`src/rtl/kbd_scan_rx.sv`:
```
// Keyboard scan-code receiver: synchronises nibble strobes from the keyboard
// controller, assembles PS/2 set-2 bytes, decodes make/break/extended
// prefixes with shift tracking, translates makes to ASCII and queues the
// characters for the CPU behind a level int_req / int_ack handshake.
module kbd_scan_rx #(
   parameter int FIFO_DEPTH = 8,
   parameter int FIFO_AW    = 3
) (
   input  logic       clk,
   input  logic       rst_n,
   input  logic       kbd_enb_hi,
   input  logic       kbd_enb_lo,
   input  logic [3:0] kbd_data,
   input  logic       int_ack,
   output logic       int_req,
   output logic [7:0] kbd_ascii,
   output logic       overflow
);

   typedef enum logic [1:0] {
      ST_IDLE      = 2'd0,
      ST_BREAK     = 2'd1,
      ST_EXT       = 2'd2,
      ST_EXT_BREAK = 2'd3
   } state_t;

   // Set-2 make code to 7-bit ASCII; bit 7 of the result flags a known code.
   function automatic logic [7:0] xlate_code(input logic [7:0] code, input logic shift);
      logic [6:0] lc;
      logic       is_letter;
      logic [7:0] res;
      lc        = 7'h00;
      is_letter = 1'b1;
      res       = 8'h00;
      case (code)
         8'h1C: lc = 7'h61;
         8'h32: lc = 7'h62;
         8'h21: lc = 7'h63;
         8'h23: lc = 7'h64;
         8'h24: lc = 7'h65;
         8'h2B: lc = 7'h66;
         8'h34: lc = 7'h67;
         8'h33: lc = 7'h68;
         8'h43: lc = 7'h69;
         8'h3B: lc = 7'h6A;
         8'h42: lc = 7'h6B;
         8'h4B: lc = 7'h6C;
         8'h3A: lc = 7'h6D;
         8'h31: lc = 7'h6E;
         8'h44: lc = 7'h6F;
         8'h4D: lc = 7'h70;
         8'h15: lc = 7'h71;
         8'h2D: lc = 7'h72;
         8'h1B: lc = 7'h73;
         8'h2C: lc = 7'h74;
         8'h3C: lc = 7'h75;
         8'h2A: lc = 7'h76;
         8'h1D: lc = 7'h77;
         8'h22: lc = 7'h78;
         8'h35: lc = 7'h79;
         8'h1A: lc = 7'h7A;
         default: is_letter = 1'b0;
      endcase
      if (is_letter) begin
         // Upper case sits exactly 0x20 below lower case.
         res = {1'b1, shift ? (lc - 7'h20) : lc};
      end else begin
         case (code)
            8'h45: res = 8'hB0;
            8'h16: res = 8'hB1;
            8'h1E: res = 8'hB2;
            8'h26: res = 8'hB3;
            8'h25: res = 8'hB4;
            8'h2E: res = 8'hB5;
            8'h36: res = 8'hB6;
            8'h3D: res = 8'hB7;
            8'h3E: res = 8'hB8;
            8'h46: res = 8'hB9;
            8'h29: res = 8'hA0;
            8'h5A: res = 8'h8D;
            8'h66: res = 8'h88;
            default: res = 8'h00;
         endcase
      end
      return res;
   endfunction

   // Synchroniser stages; the third flop of each strobe is the edge-detect history.
   logic       hi_s1_q, hi_s2_q, hi_s3_q;
   logic       lo_s1_q, lo_s2_q, lo_s3_q;
   logic       ack_s1_q, ack_s2_q, ack_s3_q;
   logic [3:0] data_s1_q, data_s2_q;

   logic       hi_rise, lo_rise, ack_rise;

   // Byte assembly
   logic [3:0] hi_q, hi_d;
   logic       hi_valid_q, hi_valid_d;
   logic       byte_valid;
   logic [7:0] byte_val;

   // Decoder
   state_t     state_q;
   logic       shift_q;
   logic       push_q;
   logic [6:0] push_chr_q;
   logic [7:0] xlate;
   logic       is_shift_code;

   // FIFO
   logic [6:0]       mem_q [FIFO_DEPTH];
   logic [FIFO_AW:0] wr_ptr_q, rd_ptr_q;
   logic             empty, full, pop, push_ok, drop;
   logic             int_req_q, overflow_q;
   logic [7:0]       kbd_ascii_q;

   // Two-flop synchronisers plus one history flop for edge detection.
   always_ff @(posedge clk or negedge rst_n) begin
      if (!rst_n) begin
         hi_s1_q   <= 1'b0;
         hi_s2_q   <= 1'b0;
         hi_s3_q   <= 1'b0;
         lo_s1_q   <= 1'b0;
         lo_s2_q   <= 1'b0;
         lo_s3_q   <= 1'b0;
         ack_s1_q  <= 1'b0;
         ack_s2_q  <= 1'b0;
         ack_s3_q  <= 1'b0;
         data_s1_q <= 4'h0;
         data_s2_q <= 4'h0;
      end else begin
         hi_s1_q   <= kbd_enb_hi;
         hi_s2_q   <= hi_s1_q;
         hi_s3_q   <= hi_s2_q;
         lo_s1_q   <= kbd_enb_lo;
         lo_s2_q   <= lo_s1_q;
         lo_s3_q   <= lo_s2_q;
         ack_s1_q  <= int_ack;
         ack_s2_q  <= ack_s1_q;
         ack_s3_q  <= ack_s2_q;
         data_s1_q <= kbd_data;
         data_s2_q <= data_s1_q;
      end
   end

   assign hi_rise  = hi_s2_q & ~hi_s3_q;
   assign lo_rise  = lo_s2_q & ~lo_s3_q;
   assign ack_rise = ack_s2_q & ~ack_s3_q;

   // Nibble pairing: a hi edge in the same cycle as a lo edge is applied first.
   always_comb begin
      hi_d       = hi_q;
      hi_valid_d = hi_valid_q;
      byte_valid = 1'b0;
      byte_val   = 8'h00;
      if (hi_rise) begin
         hi_d       = data_s2_q;
         hi_valid_d = 1'b1;
      end
      if (lo_rise && hi_valid_d) begin
         byte_valid = 1'b1;
         byte_val   = {hi_d, data_s2_q};
         hi_valid_d = 1'b0;
      end
   end

   // Pending high nibble register.
   always_ff @(posedge clk or negedge rst_n) begin
      if (!rst_n) begin
         hi_q       <= 4'h0;
         hi_valid_q <= 1'b0;
      end else begin
         hi_q       <= hi_d;
         hi_valid_q <= hi_valid_d;
      end
   end

   assign xlate         = xlate_code(byte_val, shift_q);
   assign is_shift_code = (byte_val == 8'h12) || (byte_val == 8'h59);

   // Prefix decoder with shift tracking; emits a one-cycle push for each make.
   always_ff @(posedge clk or negedge rst_n) begin
      if (!rst_n) begin
         state_q    <= ST_IDLE;
         shift_q    <= 1'b0;
         push_q     <= 1'b0;
         push_chr_q <= 7'h00;
      end else begin
         push_q <= 1'b0;
         if (byte_valid) begin
            case (state_q)
               ST_IDLE: begin
                  if (byte_val == 8'hF0) begin
                     state_q <= ST_BREAK;
                  end else if (byte_val == 8'hE0) begin
                     state_q <= ST_EXT;
                  end else if (is_shift_code) begin
                     shift_q <= 1'b1;
                  end else begin
                     push_q     <= xlate[7];
                     push_chr_q <= xlate[6:0];
                  end
               end
               ST_BREAK: begin
                  if (is_shift_code) begin
                     shift_q <= 1'b0;
                  end
                  state_q <= ST_IDLE;
               end
               ST_EXT: begin
                  state_q <= (byte_val == 8'hF0) ? ST_EXT_BREAK : ST_IDLE;
               end
               default: begin
                  state_q <= ST_IDLE;
               end
            endcase
         end
      end
   end

   assign empty   = (wr_ptr_q == rd_ptr_q);
   assign full    = (wr_ptr_q[FIFO_AW] != rd_ptr_q[FIFO_AW]) &&
                    (wr_ptr_q[FIFO_AW-1:0] == rd_ptr_q[FIFO_AW-1:0]);
   assign pop     = ack_rise & ~empty;
   // A pop in the same cycle frees the slot, so a push into a full FIFO still lands.
   assign push_ok = push_q & (~full | pop);
   assign drop    = push_q & full & ~pop;

   // Character FIFO storage, pointers and sticky overflow.
   always_ff @(posedge clk or negedge rst_n) begin
      if (!rst_n) begin
         for (int i = 0; i < FIFO_DEPTH; i++) begin
            mem_q[i] <= 7'h00;
         end
         wr_ptr_q   <= '0;
         rd_ptr_q   <= '0;
         overflow_q <= 1'b0;
      end else begin
         if (push_ok) begin
            mem_q[wr_ptr_q[FIFO_AW-1:0]] <= push_chr_q;
            wr_ptr_q <= wr_ptr_q + 1'b1;
         end
         if (pop) begin
            rd_ptr_q <= rd_ptr_q + 1'b1;
         end
         if (drop) begin
            overflow_q <= 1'b1;
         end
      end
   end

   // Registered CPU-facing view of the FIFO head.
   always_ff @(posedge clk or negedge rst_n) begin
      if (!rst_n) begin
         int_req_q   <= 1'b0;
         kbd_ascii_q <= 8'h00;
      end else begin
         int_req_q   <= ~empty;
         kbd_ascii_q <= {1'b0, mem_q[rd_ptr_q[FIFO_AW-1:0]]};
      end
   end

   assign int_req   = int_req_q;
   assign kbd_ascii = kbd_ascii_q;
   assign overflow  = overflow_q;

endmodule

```
`config.mk`:
```
export PLATFORM = sky130hd
export DESIGN_NAME = kbd_scan_rx
export DESIGN_NICKNAME = d
export VERILOG_FILES = /design/src/rtl/kbd_scan_rx.sv
export SDC_FILE = /design/constraint.sdc
export NUM_CORES = 1
export LEC_CHECK = 0
export CORE_AREA = 10 10 109 111
export CTS_CLUSTER_DIAMETER = 30
export CTS_CLUSTER_SIZE = 12
export DETAILED_ROUTE_END_ITERATION = 7
export DIE_AREA = 0 0 119 121
export PLACE_DENSITY = 0.79
export SLEW_MARGIN = 20
export SYNTH_ARGS = -nofsm -noshare
export SYNTH_HDL_FRONTEND = slang
export SYNTH_SLANG_ARGS = --single-unit
export TNS_END_PERCENT = 10
```
`constraint.sdc`:
```
create_clock -name clk -period 5.15 [get_ports clk]
set_clock_uncertainty 0.05 [all_clocks]
set_input_delay 1.03 -clock clk [delete_from_list [all_inputs] [get_ports clk]]
set_output_delay 1.03 -clock clk [all_outputs]
set_load 0.05 [all_outputs]
```
[Yosys cells after proc, flatten, opt, wreduce, memory -nomap -nowiden]
Index checks and enable logic that the tools add are counted.
Cells by class
  order comparisons: 3
  add/subtract/negate cells: 3
  muxes and demuxes: 30
  bitwise gates (word level): 19
  reduce and logical (&&, ||, !) cells: 10
  equality and inequality tests: 53
Operators by type and width (count)
  8-bit by 6-bit == test with 1-bit output, second input constant: 23
  7-bit case mux with 26 select lines: 1
  8-bit case mux with 13 select lines: 1
  8-bit by 7-bit == test with 1-bit output, second input constant: 10
  8-bit by 5-bit == test with 1-bit output, second input constant: 8
  56-bit bitwise mux: 1
  7-bit two-way mux: 4
  26-bit OR reduction: 1
  7-bit binary-select mux with 3-bit select: 1
  7-bit demux with 3-bit select: 1
  8-bit == test, second input constant: 2
  8-bit two-way mux: 2
  1-bit two-way mux: 13
  1-bit NOT: 9
  4-bit by 1-bit adder with 4-bit output, second input constant: 2
  4-bit >= comparator, second input constant: 2
  2-bit != test, second input constant: 4
  3-bit NOT with 4-bit output: 2
  1-bit bitwise AND: 7
  7-bit by 6-bit subtractor with 7-bit output, second input constant: 1
  2-bit two-way mux: 3
  6-bit AND reduction: 1
  5-bit AND reduction: 1
  4-bit == test: 1
  15 further kinds: 17
Word-level totals
  output and inout bits: 10
  bits in registers: 106
  input bits: 9

[Logic depth before layout (Yosys ltp)]
Gate-level depths: netlist of run 1.
  word-level depth: 15
  gate-level depth with buffers: 10

[Least setup slack after synthesis of run 1]
OpenSTA, ideal clock, no wires.
  path kind: reg-to-reg
  start point: reg rd_ptr_q[1]
  end point: reg mem_q[49] in the netlist's numbering
  required time: 4975 ps
  stages on the path, launching flop included: 11
  arrival time: 2037 ps
  slack: 2939 ps
  buffers on the path: 3
  library setup time: 125 ps
  cell sequence: dfrtp_1 -> buf_2 -> xor2_1 -> nor3_1 -> nand2_1 -> nand2_1 -> or2_1 -> buf_2 -> nand2b_1 -> buf_2 -> mux2_2
On the way
  longest elaborated chain between the ends: 5
  elaborated cells on any way between the ends: 8
  classes of those cells: 2 x eq/ne; 5 x bitwise; 1 x reduce/logical
Ends and longest elaborated chain
  start, declared: line 112  | logic [FIFO_AW:0] wr_ptr_q, rd_ptr_q;
  start signal, assigned: line 244  | rd_ptr_q <= rd_ptr_q + 1'b1;
  4-bit == test or 3-bit == test (tied branches): line 221, 223
  1-bit NOT or 1-bit logical AND (tied branches): line 224, 222
  1-bit bitwise AND or 1-bit NOT (tied branches): line 224, 226
  1-bit OR *: line 226  | assign push_ok = push_q & (~full | pop);
  1-bit bitwise AND *: line 226
  end signal, assigned by index: line 240  | mem_q[wr_ptr_q[FIFO_AW-1:0]] <= push_chr_q;
  end, declared: line 111  | logic [6:0] mem_q [FIFO_DEPTH];
Every way passes the cells marked *; elsewhere a longest branch is shown, timed or not.
A chain may end at the register's enable or synchronous reset.

[Worst setup path in the final report of run 1]
  start point: reg rd_ptr_q[1]
  end point: reg mem_q[50] in the netlist's numbering
Same word-level chain as after synthesis.

==> PnR_summary.wiki, run 1 <==
{| class="wikitable"
! Metric !! Value
|-
| Minimum setup slack in the final design || 2.21 ns
|-
| Required time at the endpoint of the critical path || 5.37 ns
|-
| Final hold slack || 0.307 ns
|-
| Layout cells sized above 1 || 26.1%
|-
| Net Count, Synth || 436
|-
| Global-route wire length before repair || 18000 microns
|-
| Compound-gate portion of the synthesized area || 8.35%
|-
| Netlist cell types || 74
|-
| Kind of critical path || flop to flop
|-
| Endpoint arrival time on the critical path || 3.17 ns
|-
| Worst-case hold path end point || data_s2_q[3]
|-
| Post-place setup slack || 2.24 ns
|-
| Xor and xnor area share after synthesis || 1.49%
|-
| DRT Wirelength || 10800 microns
|-
| Async SR Flop Fraction || 100%
|-
| Run status || finished, final reports clean
|-
| FF-to-FF End || mem_q[50]
|-
| CP Cell Sequence || xor2_1 > nor3_1 > nand2_1 > nand2_1 > or2_1 > nand2b_1 > mux2_2
|-
| Post-synthesis mux area share || 22.8%
|-
| Worst reg-to-reg setup slack || 2.21 ns
|-
| Maximum VDD drop || 0.226 mV
|-
| Floorplan row count || 36
|-
| Worst-Skew Late Latency || 0.38 ns
|-
| Register bit total from synthesis || 106
|-
| Worst path most repeated cell || sky130_fd_sc_hd__nand2_1
|-
| Power per cell area || 316 nW/um^2
|-
| Post-synthesis cell area || 5280 sq um
|-
| Full die area || 14400 sq um
|-
| Clock Sinks || 106
|-
| Overall overflow remaining after global route || 0
|-
| Vias || 3472
|-
| Cell accounting for the most synthesized area || sky130_fd_sc_hd__dfrtp_1
|-
| Number of CTS-inserted buffers || 9
|-
| Mapped Cells || 425
|-
| Post-Synth Adder-Cell Area || 0.474%
|-
| Post-cts gate resize count || 0
|-
| Number of slew-limit violations in the final report || 0
|-
| Setup TNS after final layout || 0 ns
|-
| Number of global-route vias before repair || 3520
|-
| Initial antenna violation count || 0
|-
| Antenna Violating Nets Remaining || 0
|-
| Buffers plus inverters on the worst setup path || 0
|-
| Post-CTS setup repair buffer count || 0
|-
| RSZ-0062 raised after global routing || no
|-
| DR vias/cell || 6.13
|-
| Hold violation total from the final report || 0
|-
| Post-layout min period || 2.94 ns
|-
| Worst max-slew margin expressed relative to the limit || 41.3%
|-
| Ant diodes || 0
|-
| Leakage power figure || 2.49 nW
|-
| Post-synth top flop || sky130_fd_sc_hd__dfrtp_1
|-
| Number of enable flip-flop cells after synthesis || 0
|-
| Max_cap viols || 0
|-
| Transition at the pin with the smallest max-transition slack || 0.881 ns
|-
| Core utilization of the finished layout || 58.8%
|-
| Io pins || 19
|-
| Launching point of the worst reg2reg path || rd_ptr_q[1]
|-
| Most frequent cells in the layout || 106 x sky130_fd_sc_hd__dfrtp_1, 59 x sky130_fd_sc_hd__mux2_2, 30 x sky130_fd_sc_hd__nand2_1, 24 x sky130_fd_sc_hd__nor2_1, 16 x sky130_fd_sc_hd__clkdlybuf4s50_1
|-
| Simple-gate portion of the synthesized area || 13.6%
|-
| Slowest Stage Delay on Critical Path || 0.93 ns
|-
| Dominant combinational cell family by area after synthesis || multiplexers
|-
| Starting utilization of the core area || 54.7%
|-
| Area overhead of the layout relative to synthesis || 7.38%
|-
| Most common cell after layout, fill and taps aside || sky130_fd_sc_hd__dfrtp_1
|-
| Crit path max fanout || 18
|-
| Per-cell routed wire length || 19.1 microns
|-
| Chip width || 119 microns
|-
| Startpoint class of the critical path || flop
|-
| Number of H-tree levels || 3
|-
| First-pass iteration count of the detailed router || 5
|-
| Category of cells accounting for the largest share of critical-path delay || simple AND/OR/NAND/NOR gates
|-
| Register area share after synthesis || 50.3%
|-
| Root buffer selected by CTS || sky130_fd_sc_hd__clkbuf_8
|-
| Mean instance size in the synthesized netlist || 12.4 sq um
|-
| Maximum clock insertion buffer count || 2
|-
| Cell at the slowest stage of the critical path || sky130_fd_sc_hd__dfrtp_1
|-
| DP Wirelength || 7480 microns
|-
| Cts hold-fix bufs || 0
|-
| DRC violation total after the first TritonRoute iteration || 297
|-
| Layout fillers || 805
|-
| Top post-synthesis cells by area || sky130_fd_sc_hd__dfrtp_1 50%, sky130_fd_sc_hd__mux2_2 13%, sky130_fd_sc_hd__mux4_2 6.0%
|-
| Setup violations, final || 0
|-
| RD Place Congestion || 0.967
|-
| Tot GR Track Use || 15.5%
|-
| Worst Reg2Reg Path Length in Cells || 7
|-
| Clock tree from TritonCTS || built
|-
| Highest Clock Rate || 340 MHz
|-
| IO buf count || 17
|-
| Period utilisation layout || 57.1%
|-
| Instance count on the critical path || 7
|-
| CORE AREA || 9640 sq um
|-
| Die Ht || 121 microns
|-
| Syn. warnings || 0
|-
| Post-DP Area || 5490 sq um
|-
| Worst min-delay path class || flop to flop
|-
| Largest net degree at the start of global routing || 64
|-
| Fraction of synthesized cell area taken by the top area cell type || 50.3%
|-
| Worst hold path stage count || 0
|-
| Final cell area excluding filler cells || 5660 sq um
|-
| DRC errors left || 0
|-
| Start point of the worst min-delay path || data_s1_q[3]
|-
| Capturing element type of the critical path || flop
|-
| Final net count || 439
|-
| CTS clock-pin slew for the worst setup and hold paths || 0.10 ns
|}
==> worst max path at each step <==
stage / start / end / slack (ns)
6_report: rd_ptr_q[1] / mem_q[50] / 2.21
5_1_grt: rd_ptr_q[1] / mem_q[50] / 1.96
3_5_place_dp: rd_ptr_q[1] / mem_q[51] / 2.24
4_1_cts: rd_ptr_q[1] / mem_q[51] / 2.22
2_1_floorplan: rd_ptr_q[1] / mem_q[49] / 2.94
3_3_place_gp: rd_ptr_q[1] / mem_q[52] / 2.31
==> flip-flops by register name (all words and copies together) (netlist names), 2 cells and up <==
name / count
mem_q: 56
kbd_ascii: 7
push_chr_q: 7
data_s1_q: 4
data_s2_q: 4
hi_q: 4
rd_ptr_q: 4
wr_ptr_q: 4
state_q: 2
==> Yosys cell counts (all sizes together), types with 8 or more instances <==
| library cell | instances |
|---|---|
| dfrtp | 106 |
| nor2 | 25 |
| a21oi | 13 |
| nor2b | 8 |
| o21ai | 12 |
| clkbuf | 9 |
| mux2i | 9 |
| nor4 | 9 |
| nand2 | 30 |
| buf | 18 |
| nand3 | 10 |
| nor3 | 12 |
| mux2 | 67 |
| mux4 | 14 |
| nand2b | 8 |
==> metal layers <==
layer	GRT usage [%]	share of wire (%)	vias up	routed length, microns
met5	0	0	-	0
met4	8.70	3.9	0	427
met3	4.33	5.4	40	588
met2	24.2	47	133	5100
met1	18.9	43	1718	4700
li1	-	-	1581	-
==> power by group <==
part | switching, W | leakage, nW | internal [W]
Combinational | 0.000171 | 0.993 | 0.000145
Sequential | 0.000111 | 1.40 | 0.000887
Clock | 0.000291 | 0.0892 | 0.000183
==> cell families (layout without fill, tap and decap cells) <==
family / count (synthesis) / after routing
AOI/OAI and AO/OA: 62 / 62
adders and majority gates: 2 / 2
and+or+nand+nor: 123 / 123
xor gates and xnor gates: 9 / 9
DFF: 106 / 106
muxes: 90 / 90
other: 1 / 1
buffers and inverters: 32 / 40
==> final cells by class <==
cell class                 instances  area, sq um  area share, %
clock buffer                      10          128           2.25
sequential                       106         2650           46.8
inverter                           5         18.8          0.331
multi-input combinational        287         2470           43.5
timing repair buffer              19          183           3.23
tap                              133          166           2.94
clock inverter                     6         50.0          0.884
==> through the flow <==
stage	power, W	instances
global route	0.00188	566
CTS	0.00180	566
finish	0.00179	566
floorplan	0.00123	425
global placement	0.00132	550
detailed placement	0.00133	550
(Power assumes the default switching activity.)
==> run 2: changes to the inputs <==
--- a/config.mk
+++ b/config.mk
@@ -10,7 +10,7 @@
 export CTS_CLUSTER_SIZE = 12
 export DETAILED_ROUTE_END_ITERATION = 7
 export DIE_AREA = 0 0 119 121
-export PLACE_DENSITY = 0.79
+export PLACE_DENSITY = 0.82
 export SLEW_MARGIN = 20
 export SYNTH_ARGS = -nofsm -noshare
 export SYNTH_HDL_FRONTEND = slang
==> constraint.sdc (replaced) <==
create_clock -name clk -period 2.44 [get_ports clk]
set_clock_uncertainty 0.05 [all_clocks]
set_input_delay 0.488 -clock clk [delete_from_list [all_inputs] [get_ports clk]]
set_output_delay 0.488 -clock clk [all_outputs]
set_load 0.05 [all_outputs]
==> run 2 against run 1 <==
Compared with the run above: non-clock buffer count rose by 50; power up 120%; routed wire length rose by 9.2%; critical endpoint is now push_chr_q[0]; critical path type unchanged; global-route usage up 1.7 points; setup slack got worse by 2.1 ns; sequential power grew 100%.
==> PnR_summary.wiki, run 2 (synthesis gave the netlist of run 1 again) <==
{| class="wikitable"
! Metric !! Value
|-
| Flip-flop count of the largest register after layout || 56
|-
| DR vias/cell || 5.83
|-
| Category of cells accounting for the largest share of critical-path delay || simple AND/OR/NAND/NOR gates
|-
| Die Ht || 121 microns
|-
| Run status || finished, final reports clean
|-
| Number of global-route vias before repair || 3803
|-
| Count of non-filler cells in the finished layout || 616
|-
| Largest net degree at the start of global routing || 49
|-
| Io pins || 19
|-
| Number of slew-limit violations in the final report || 0
|-
| RSZ-0062 raised after global routing || yes
|-
| First-pass iteration count of the detailed router || 4
|-
| Hold violation total from the final report || 0
|-
| Startpoint class of the critical path || flop
|-
| Starting utilization of the core area || 54.7%
|-
| Leakage power figure || 2.75 nW
|-
| Launching point of the worst reg2reg path || hi_s2_q
|-
| Most frequent cells in the layout || 106 x sky130_fd_sc_hd__dfrtp_1, 59 x sky130_fd_sc_hd__mux2_2, 52 x sky130_fd_sc_hd__buf_4, 30 x sky130_fd_sc_hd__nand2_1, 24 x sky130_fd_sc_hd__nor2_1
|-
| Period utilisation layout || 96.3%
|-
| Post-Place Cells || 594
|-
| Buffers plus inverters on the worst setup path || 2
|-
| Instance count on the critical path || 9
|-
| Launching element of the worst setup path || hi_s2_q
|-
| Root buffer selected by CTS || sky130_fd_sc_hd__clkbuf_8
|-
| Worst min-delay path class || input pin to asynchronous set/reset pin
|-
| Overall overflow remaining after global route || 0
|-
| Highest Clock Rate || 426 MHz
|-
| Worst Reg2Reg Path Length in Cells || 9
|-
| Number of CTS-inserted buffers || 9
|-
| CORE AREA || 9640 sq um
|-
| Maximum clock insertion buffer count || 2
|-
| DRT Wirelength || 11800 microns
|-
| Initial antenna violation count || 0
|-
| Number of H-tree levels || 3
|-
| Cts hold-fix bufs || 0
|-
| Layout fillers || 760
|-
| Endpoint of the most critical setup path || push_chr_q[0]
|-
| Capturing element type of the critical path || flop
|-
| DRC errors left || 0
|-
| DRC violation total after the first TritonRoute iteration || 342
|-
| Worst reg-to-reg setup slack || 0.09 ns
|-
| Maximum VDD drop || 0.378 mV
|-
| Slowest Stage Delay on Critical Path || 0.43 ns
|-
| Layout cells sized above 1 || 35.2%
|-
| Clock tree from TritonCTS || built
|-
| RD Place Congestion || 0.967
|-
| Most common cell after layout, fill and taps aside || sky130_fd_sc_hd__dfrtp_1
|-
| Worst max-slew margin expressed relative to the limit || 53.4%
|-
| Crit path max fanout || 7
|-
| Clock Sinks || 106
|-
| Max_cap viols || 0
|-
| FF-to-FF End || push_chr_q[0]
|-
| Ant diodes || 0
|-
| Chip width || 119 microns
|-
| Final hold slack || 0.0709 ns
|-
| Full die area || 14400 sq um
|-
| Kind of critical path || flop to flop
|-
| DP Wirelength || 8680 microns
|-
| Core utilization of the finished layout || 63.2%
|-
| Global-route wire length before repair || 20000 microns
|-
| Required time at the endpoint of the critical path || 2.65 ns
|-
| Largest reg by FF count || mem_q
|-
| Floorplan row count || 36
|-
| Final net count || 489
|-
| Tot GR Track Use || 17.1%
|-
| Antenna Violating Nets Remaining || 0
|-
| Post-place setup slack || -0.0242 ns
|-
| Transition at the pin with the smallest max-transition slack || 0.694 ns
|-
| IO buf count || 17
|-
| Cell at the slowest stage of the critical path || sky130_fd_sc_hd__dfrtp_1
|-
| Area overhead of the layout relative to synthesis || 15.5%
|-
| Vias || 3589
|-
| CTS clock-pin slew for the worst setup and hold paths || 0.11 ns
|-
| Minimum setup slack in the final design || 0.0902 ns
|-
| Setup violations, final || 0
|-
| Worst path most repeated cell || sky130_fd_sc_hd__buf_4
|-
| Per-cell routed wire length || 19.2 microns
|-
| CP Cell Sequence || nor2b_1 > buf_4 > o21a_1 > buf_4 > and3_2 > o211ai_1 > nand2_1 > or3_1 > o22a_1
|-
| Post-layout min period || 2.35 ns
|-
| Endpoint arrival time on the critical path || 2.56 ns
|-
| Worst-Skew Late Latency || 0.37 ns
|-
| Power per cell area || 641 nW/um^2
|}
run 2: per-stage QoR:
stage	setup TNS, ns	area, sq um	total power [W]
finish	0	6090	0.00390
global route	-0.134	6090	0.00411
CTS	0	6030	0.00394
detailed placement	-0.0599	5830	0.00291
global placement	0	5830	0.00288
floorplan	0	5280	0.00260
run 2: area by class of cell:
class | instances | area [sq um] | share of cell area [%]
well taps | 133 | 166 | 2.73
inverters | 5 | 18.8 | 0.308
multi-input cells | 287 | 2490 | 41.0
repair buffers | 69 | 571 | 9.37
flip-flops and latches | 106 | 2650 | 43.5
clock buffers | 10 | 128 | 2.10
clock inverters | 6 | 60.1 | 0.986
run 2: worst min path at each step:
stage	startpoint	endpoint	depth (start not counted)
final	rst_n	mem_q[17]	1
after global routing	rst_n	mem_q[25]	1
after CTS	rst_n	mem_q[25]	1
after detailed placement	ack_s1_q	ack_s2_q	0
after global placement	data_s1_q[3]	data_s2_q[3]	0
after floorplan	rst_n	ack_s1_q	0
run 2: power breakdown:
part	internal (W)	switching [W]
combinational	0.000388	0.000495
clock	0.000395	0.000621
sequential	0.00187	0.000131
run 2: worst reg2reg max path, delay by kind of cell (launching register included):
kind | cells | cell delay, ns
compound gates | 3 | 0.61
flops | 1 | 0.43
buf+inv | 2 | 0.35
simple gates | 4 | 0.80
run 2: timing repair:
item | CTS | global route
resized for setup | 0 | 9
pin swaps | 1 | 3
setup buffers | 2 | 4
setup endpoints to repair | 4 | 15
run 2: metal layers:
metal	vias up	part of all wire, %	GRT usage (%)	wire length, microns
met5	-	0	0	0
met4	0	1.8	5.11	209
met3	20	4.1	3.77	487
met2	88	52	30.6	6180
met1	1816	42	20.2	4930
li1	1665	-	-	-
==> run 3: changes to the inputs <==
--- a/config.mk
+++ b/config.mk
@@ -5,6 +5,7 @@
 export SDC_FILE = /design/constraint.sdc
 export NUM_CORES = 1
 export LEC_CHECK = 0
+export ABC_CLOCK_PERIOD_IN_PS = 2440
 export CORE_AREA = 10 10 109 111
 export CTS_CLUSTER_DIAMETER = 30
 export CTS_CLUSTER_SIZE = 12
==> results of run 3 <==
No change in the layout: final DEF, timing and power equal those of run 2.
